<file path="src/rtl/uart_pkg.sv">
// uart_pkg: UART state encoding and default payload width, shared by the TX and RX sides
package uart_pkg;
   localparam int UART_DATA_WIDTH = 8;
   typedef enum logic [2:0] {IDLE, START, DATA, PARITY, STOP} uart_state_e;
endpackage

</file>
<file path="src/rtl/uart_tx_serializer.sv">
// uart_tx_serializer: payload load/shift register plus data-bit counter with a last-bit flag
module uart_tx_serializer
   import uart_pkg::*;
#(
   parameter int DATA_WIDTH = UART_DATA_WIDTH
) (
   input  logic                  CLK,
   input  logic                  RST,
   input  logic                  load_i,
   input  logic [DATA_WIDTH-1:0] data_i,
   input  logic                  shift_i,
   input  logic                  count_i,
   output logic                  bit_o,
   output logic                  done_o
);
   localparam int CW = (DATA_WIDTH > 1) ? $clog2(DATA_WIDTH) : 1;
   logic [DATA_WIDTH-1:0] shreg_q, shreg_d;
   logic [CW-1:0]         cnt_q, cnt_d;
   assign bit_o  = shreg_q[0];
   assign done_o = cnt_q == CW'(DATA_WIDTH - 1);
   // Load wins; otherwise shift toward the LSB and count data cycles, wrapping to 0 on the last one
   always_comb begin
      shreg_d = load_i ? data_i : shift_i ? shreg_q >> 1 : shreg_q;
      cnt_d   = load_i ? '0 : count_i ? (done_o ? '0 : cnt_q + 1'b1) : cnt_q;
   end
   // Shift register and counter state
   always_ff @(posedge CLK or negedge RST) begin
      if (!RST) begin
         shreg_q <= '0;
         cnt_q   <= '0;
      end else begin
         shreg_q <= shreg_d;
         cnt_q   <= cnt_d;
      end
   end
endmodule

</file>
<file path="src/rtl/uart_tx.sv">
// uart_tx: framing FSM, running parity and registered line/busy outputs around the serializer
module uart_tx
   import uart_pkg::*;
#(
   parameter int DATA_WIDTH = UART_DATA_WIDTH
) (
   input  logic                  CLK,
   input  logic                  RST,
   input  logic [DATA_WIDTH-1:0] P_DATA,
   input  logic                  Data_Valid,
   input  logic                  PAR_EN,
   input  logic                  PAR_TYP,
   output logic                  TX_OUT,
   output logic                  Busy
);
   uart_state_e state_q, state_d;
   logic par_en_q, par_en_d, par_q, par_d;
   logic tx_d, busy_d, load, shift, count, ser_bit, ser_done;
   uart_tx_serializer #(.DATA_WIDTH(DATA_WIDTH)) u_ser (
      .CLK     (CLK),
      .RST     (RST),
      .load_i  (load),
      .data_i  (P_DATA),
      .shift_i (shift),
      .count_i (count),
      .bit_o   (ser_bit),
      .done_o  (ser_done)
   );
   // Next state, and outputs computed for the next state so the line flops switch with the FSM;
   // parity starts at the latched type and folds in each data bit as it leaves the shifter
   always_comb begin
      state_d = state_q;
      load    = 1'b0;
      shift   = 1'b0;
      case (state_q)
         IDLE: begin
            load    = Data_Valid;
            state_d = Data_Valid ? START : IDLE;
         end
         START: begin
            shift   = 1'b1;
            state_d = DATA;
         end
         DATA: begin
            shift   = !ser_done;
            state_d = !ser_done ? DATA : par_en_q ? PARITY : STOP;
         end
         PARITY: state_d = STOP;
         STOP: begin
            load    = Data_Valid;
            state_d = Data_Valid ? START : IDLE;
         end
         default: state_d = IDLE;
      endcase
      count    = state_q == DATA;
      par_en_d = load ? PAR_EN : par_en_q;
      par_d    = load ? PAR_TYP : shift ? par_q ^ ser_bit : par_q;
      tx_d     = state_d == START ? 1'b0 : state_d == DATA ? ser_bit : state_d == PARITY ? par_q : 1'b1;
      busy_d   = state_d != IDLE;
   end
   // State, latched frame options and registered outputs; reset forces the line high at once
   always_ff @(posedge CLK or negedge RST) begin
      if (!RST) begin
         state_q  <= IDLE;
         par_en_q <= 1'b0;
         par_q    <= 1'b0;
         TX_OUT   <= 1'b1;
         Busy     <= 1'b0;
      end else begin
         state_q  <= state_d;
         par_en_q <= par_en_d;
         par_q    <= par_d;
         TX_OUT   <= tx_d;
         Busy     <= busy_d;
      end
   end
endmodule

</file>
<file path="config.mk">
export PLATFORM = sky130hd
export DESIGN_NAME = uart_tx
export DESIGN_NICKNAME = d
export VERILOG_FILES = /design/src/rtl/uart_pkg.sv /design/src/rtl/uart_tx_serializer.sv /design/src/rtl/uart_tx.sv
export SDC_FILE = /design/constraint.sdc
export NUM_CORES = 1
export LEC_CHECK = 0
export ABC_AREA = 0
export CAP_MARGIN = 20
export CORE_MARGIN = 1
export CORE_UTILIZATION = 51
export CTS_CLUSTER_DIAMETER = 200
export DETAILED_ROUTE_END_ITERATION = 12
export GPL_TIMING_DRIVEN = 0
export PLACE_DENSITY = 0.76
export SYNTH_ARGS = -nofsm -noshare
export SYNTH_HDL_FRONTEND = slang
export SYNTH_SLANG_ARGS = --single-unit
</file>
<file path="constraint.sdc">
create_clock -name CLK -period 2.4 [get_ports CLK]
set_input_delay 0.48 -clock CLK [delete_from_list [all_inputs] [get_ports CLK]]
set_output_delay 0.48 -clock CLK [all_outputs]
set_load 0.005 [all_outputs]
</file>
# After elaboration in Yosys (flattened, before gate mapping)
# Cells that the tools add are included.
[op_classes]
n_addsub = 1
n_eq_ne = 8
mux = 16
bitwise = 1
reduce_logical = 6
[ops]
columns = ["cell", "count"]
rows = [
  ["8-bit two-way mux", 2],
  ["3-bit two-way mux", 5],
  ["3-bit by 2-bit equality test with 1-bit output (second input constant)", 4],
  ["3-bit case mux with 4 select lines", 1],
  ["1-bit two-way mux", 7],
  ["3-bit by 1-bit equality test with 1-bit output (second input constant)", 2],
  ["3-bit equality test (second input constant)", 2],
  ["2-bit nonzero test", 2],
  ["3-bit by 1-bit adder with 3-bit output (second input constant)", 1],
  ["3-bit zero test", 1],
  ["3-bit nonzero test", 1],
  ["1-bit case mux with 2 select lines", 1],
  ["2-bit OR reduction", 1],
  ["1-bit zero test", 1],
  ["1-bit bitwise XOR", 1],
]
[totals]
reg_bits = 18
input_bits = 13
out_inout_bits = 2
elab_cells = 39

# Longest topological paths before layout
[logic_depth]
depth_word = 7
ltp_mapped = 7
mapped_depth_nobuf = 6

# Cells and area by module
# From an unflattened synthesis, not the netlist that was laid out.
[hier_totals]
hier_cells = 80
hier_area_um2 = 889.6
[modules_own_cells]
columns = ["mod", "n_inst", "cells_each", "area_each_um2", "seq_area_each_um2"]
rows = [
  ["uart_tx_serializer", 1, 47, 515.5, 275.3],
  ["uart_tx", 1, 33, 374.1, 176.4],
]

# Worst setup path before layout
# OpenSTA, ideal clock, no wires.
[synth_path]
path_type = "register -> register"
from = "register u_ser.cnt_q[0]"
to = "register Busy"
setup_ns = 0.131
t_arrival_ns = 1.538
setup_slack_ns = 0.731
stages_incl_launch_ff = 6
n_path_buf = 0
period_less_slack_ns = 1.669
path_cell_list = "dfrtp_1 > ha_1 > ha_1 > and2b_1 > o211a_1 > or3_1"
[synth_via]
elab_chain_len = 4
[synth_lines]
columns = ["item", "line", "text"]
rows = [
  ["start: declaration", "uart_tx_serializer.sv:18", "logic [CW-1:0] cnt_q, cnt_d;"],
  ["start signal: assignment", "uart_tx_serializer.sv:33", "cnt_q <= cnt_d;"],
  ["3-bit equality test", "uart_tx_serializer.sv:20", "assign done_o = cnt_q == CW'(DATA_WIDTH - 1);"],
  ["3-bit two-way mux", "uart_tx.sv:46", "state_d = !ser_done ? DATA : par_en_q ? PARITY : STOP;"],
  ["3-bit case mux with 4 select lines", "uart_tx.sv:35", "case (state_q)"],
  ["via state_d[2]", "uart_tx.sv:16", "uart_state_e state_q, state_d;"],
  ["3-bit nonzero test", "uart_tx.sv:59", "busy_d = state_d != IDLE;"],
  ["via busy_d", "uart_tx.sv:18", "logic tx_d, busy_d, load, shift, count, ser_bit, ser_done;"],
  ["end signal: assignment", "uart_tx.sv:74", "Busy <= busy_d;"],
  ["end: declaration", "uart_tx.sv:14", "output logic Busy"],
]
# The timed path passes the listed nets, and every way through them passes these cells.
# A chain may end at the register's enable or synchronous reset.

# Worst setup path in the final report
[layout_path]
from = "register u_ser.cnt_q[0]"
to = "register par_q"
[layout_via]
elab_chain_len = 4
[layout_lines]
columns = ["item", "line", "text"]
rows = [
  ["3-bit equality test", "uart_tx_serializer.sv:20", ""],
  ["1-bit zero test", "-", ""],
  ["1-bit case mux with 2 select lines", "uart_tx.sv:35", ""],
  ["2-bit nonzero test (no line)", "-", ""],
  ["end signal: assignment", "uart_tx.sv:72", "par_q <= par_d;"],
  ["end: declaration", "uart_tx.sv:17", "logic par_en_q, par_en_d, par_q, par_d;"],
]
# No other way between the ends.

==> flow_summary.yaml <==
detailed_routing:
  drt.antenna.violating_nets: 0
  drt_iter0_drc: 10
  routed_via_density: 5.409
  route.final.wire_length_um: 1659
  routedWlPerCell_um: 13.06
  drc_errors: 0
  via_count: 687
  drt_first_pass_iters: 4
power_and_ir_drop:
  sequentialPowerShare_pct: 38.4
  p_sw_share_pct: 36.10
  powerDensity_nw_per_um2: 1159
  clock_power_share_pct: 13.6
  combPwrFrac_pct: 48.0
  int_power_uw: 865.8
  max-vdd-ir-drop_mv: 0.7270
  total_leakage_power_uw: 0.0005283
  post-layout-total-power_uw: 1355
  power.switching_uw: 489.0
synth:
  yosys.cell_types.count: 31
  parity_gate_share_of_the_synthesized_area_counting_xor_and_xnor_cells_pct: 0
  synth_top_family_by_area: "compound AO/OA/AOI/OAI gates"
  synth_fa_ha_area_share_pct: 2.604
  post_synth_instance_area_sq_um: 960.9
  synth.area.mux_share_pct: 8.464
  ys_seq_elements: 18
  synth-compound-area-share_pct: 21.88
  synthesis.yosys.warnings: 0
  mappedNetlistNets: 99
  post_synth_inst_count: 84
  synth_simple_gate_area_share_pct: 14.71
  synth.yosys.seq_area_share_pct: 47.01
  synth_area_per_cell_sq_um: 11.44
timing:
  period_needed_ns: 1.898
  rsz0062_at_grt: "false"
  final.period_utilization_pct: 79.08
  clock.fmax_mhz: 526.9
  slew_violations: 0
  slew_margin_rel_pct: 45.86
  setup_viol: 0
  setup_tns_ns: 0
  setup_slack_after_layout_ns: 0.5022
  finClkSkew_ns: 0.01091
  fin_hold_ws_ns: 0.4891
  hold_violations: 0
  worst_pin_slew_ns: 0.8096
worst_setup_path:
  critical_path.cell_chain: "ha_1 > ha_1 > and2b_1 > o21ai_1 > nor4bb_1 > o31ai_1"
  cp.arrival_ns: 2.07
  startpoint_type: "flip-flop"
  setup_slack_of_the_most_critical_reg_to_reg_path_ns: 0.50
  max_stage_delay_ns: 0.43
  worst_setup_path_end_kind: "flip-flop"
  timing.critical_path.mode_cell: "sky130_fd_sc_hd__ha_1"
  crit_family: "simple AND/OR/NAND/NOR gates"
  wp_data_required_ns: 2.57
  crit_fanout: 5
  cp_num_buf_inv: 0
  cp_slowest_cell: "sky130_fd_sc_hd__dfrtp_1"
  path_class: "reg -> reg"
clock_tree:
  clock_tree.buffer_depth: 2
  clk_root_buffer_cell: "sky130_fd_sc_hd__clkbuf_4"
  cts_post_setup_buffers_inserted: 0
  h-tree-depth: 1
  clk_slew_on_worst_s_h_paths_ns: 0.10
  clock-sinks: 18
  cts_repair_resize_count: 0
  insertion_delay_ns: 0.30
  tritoncts_clock_tree: "done"
  cts_hold_repair.buffers: 0
  cts_buffers: 3
grt:
  grt_remaining_overflow: 0
  grtUsageTotal_pct: 20.02
  grt_pass1_wl_um: 2849
  grt_start_max_net_pins: 19
  grt_antenna_before_repair: 0
  grt_pass1_vias: 665
floorplan:
  die-height_um: 45.41
  effective_utilization_at_floorplan_pct: 55.05
  die_footprint_sq_um: 2062
  placement_rows: 15
  boundary_pins: 15
  core_area_sq_um: 1745
  floorplan.die.width_um: 45.41
worst_hold_path:
  hold_path.class: "reg -> reg"
placement:
  port-buffer-count: 14
  place_worst_setup_slack_ns: 0.4419
  post_dp_cell_area_sq_um: 1132
  dp.final_hpwl_um: 1248
  globalplace.congestion: 0.7777
cells_and_area:
  syn_to_layout_area_delta_pct: 21.61
  antenna_cells: 0
  fraction_of_layout_cells_with_a_size_suffix_above_1_pct: 19.61
  nFillCells: 148
  mostFrequentLayoutCell: "sky130_fd_sc_hd__dfrtp_1"
  mostFrequentLayoutCells: "sky130_fd_sc_hd__dfrtp_1 (17), sky130_fd_sc_hd__clkdlybuf4s50_1 (14), sky130_fd_sc_hd__nand2_1 (10)"
  layout.cell_area.non_filler_sq_um: 1169
  final_net_count: 118
outcome:
  result_of_the_run: "finished, final reports clean"
run:
  max_cap_violations: 0
-- path summary, 6_finish.rpt --
kind                                   from                to  cells past startpoint
max                          u_ser.cnt_q[0]             par_q                      6
min                        u_ser.shreg_q[2]  u_ser.shreg_q[2]                      2
max reg2reg                  u_ser.cnt_q[0]             par_q                      6
min reg2reg                u_ser.shreg_q[2]  u_ser.shreg_q[2]                      2
max in group asynchronous               RST  u_ser.shreg_q[1]                      1
min in group asynchronous               RST        state_q[0]                      1
-- cell families after synthesis --
logic type	Yosys count
AOI/OAI and AO/OA	25
adders and majority gates	2
and+or+nand+nor	24
buffers and inverters	7
DFF	18
muxes	8
-- final cells by class --
cell class | instances | area [sq um] | share of cell area [%]
multi-input combinational | 59 | 457.9 | 39.19
sequential | 18 | 451.7 | 38.65
timing repair buffer | 14 | 140.1 | 11.99
buffer | 5 | 43.79 | 3.747
clock buffer | 4 | 36.28 | 3.105
tap | 25 | 31.28 | 2.677
inverter | 2 | 7.507 | 0.6424
-- metrics by stage --
stage,util [%],std cells
detailed placement,64.87,123
finish,66.95,127
global placement,64.87,123
CTS,66.95,127
floorplan,-,84
global route,66.95,127
-- routing by layer --
metal	share of wire (%)	track usage, %	vias to the layer above
met2	51	32.86	16
met4	2.2	12.73	0
met1	44	24.81	329
li1	-	-	338
met5	0	0	-
met3	3.2	2.381	4
-- power groups by stage --
stage          Clock, uW  Sequential [uW]  Combinational (uW)
6_report             185              520                 650
3_5_place_dp           0              528                 657
3_3_place_gp           0              520                 636
5_1_grt              201              536                 722
2_1_floorplan          0              510                 506
4_1_cts              193              521                 659
-- worst min-delay path, cell delays in order, from the launching register on --
cell,delay (ns)
sky130_fd_sc_hd__dfrtp_1,0.35
sky130_fd_sc_hd__nand2_1,0.06
sky130_fd_sc_hd__o21ai_2,0.05
-- state kept, by name (all words and copies together), names as in the netlist --
| register | flops |
|---|---|
| u_ser.shreg_q | 8 |
| Busy | 1 |
| TX_OUT | 1 |
| par_q | 1 |
| state_q | 3 |
| u_ser.cnt_q | 3 |
| par_en_q | 1 |
-- synth_stat cells --
library cell               count  area [sq um]
sky130_fd_sc_hd__dfrtp_1      17         425.4
sky130_fd_sc_hd__nand2_1      10         37.54
sky130_fd_sc_hd__a22o_1        7         61.31
sky130_fd_sc_hd__mux2i_1       7         70.07
sky130_fd_sc_hd__o21ai_1       6         30.03
sky130_fd_sc_hd__buf_6         3         33.78
sky130_fd_sc_hd__nor2_1        3         11.26
sky130_fd_sc_hd__o21ai_2       3         26.28
sky130_fd_sc_hd__and2b_1       2         15.01
sky130_fd_sc_hd__buf_2         2         10.01
sky130_fd_sc_hd__ha_1          2         25.02
sky130_fd_sc_hd__inv_1         2         7.510
sky130_fd_sc_hd__nand2b_1      2         12.51
sky130_fd_sc_hd__a21o_1        1         7.510
sky130_fd_sc_hd__a21oi_1       1         5.000
sky130_fd_sc_hd__a21oi_4       1         16.27
sky130_fd_sc_hd__a31o_1        1         8.760
sky130_fd_sc_hd__a41oi_1       1         8.760
sky130_fd_sc_hd__and2_1        1         6.260
sky130_fd_sc_hd__dfstp_2       1         26.28
sky130_fd_sc_hd__mux2_2        1         11.26
sky130_fd_sc_hd__nand2b_2      1         8.760
sky130_fd_sc_hd__nand4b_2      1         15.01
sky130_fd_sc_hd__nor2_2        1         6.260
sky130_fd_sc_hd__nor3b_2       1         12.51
sky130_fd_sc_hd__nor4bb_1      1         10.01
sky130_fd_sc_hd__o211a_1       1         10.01
sky130_fd_sc_hd__o21bai_1      1         7.510
sky130_fd_sc_hd__o31ai_1       1         7.510
sky130_fd_sc_hd__o31ai_4       1         21.27
sky130_fd_sc_hd__or3_1         1         6.260
(Power assumes the default switching activity.)
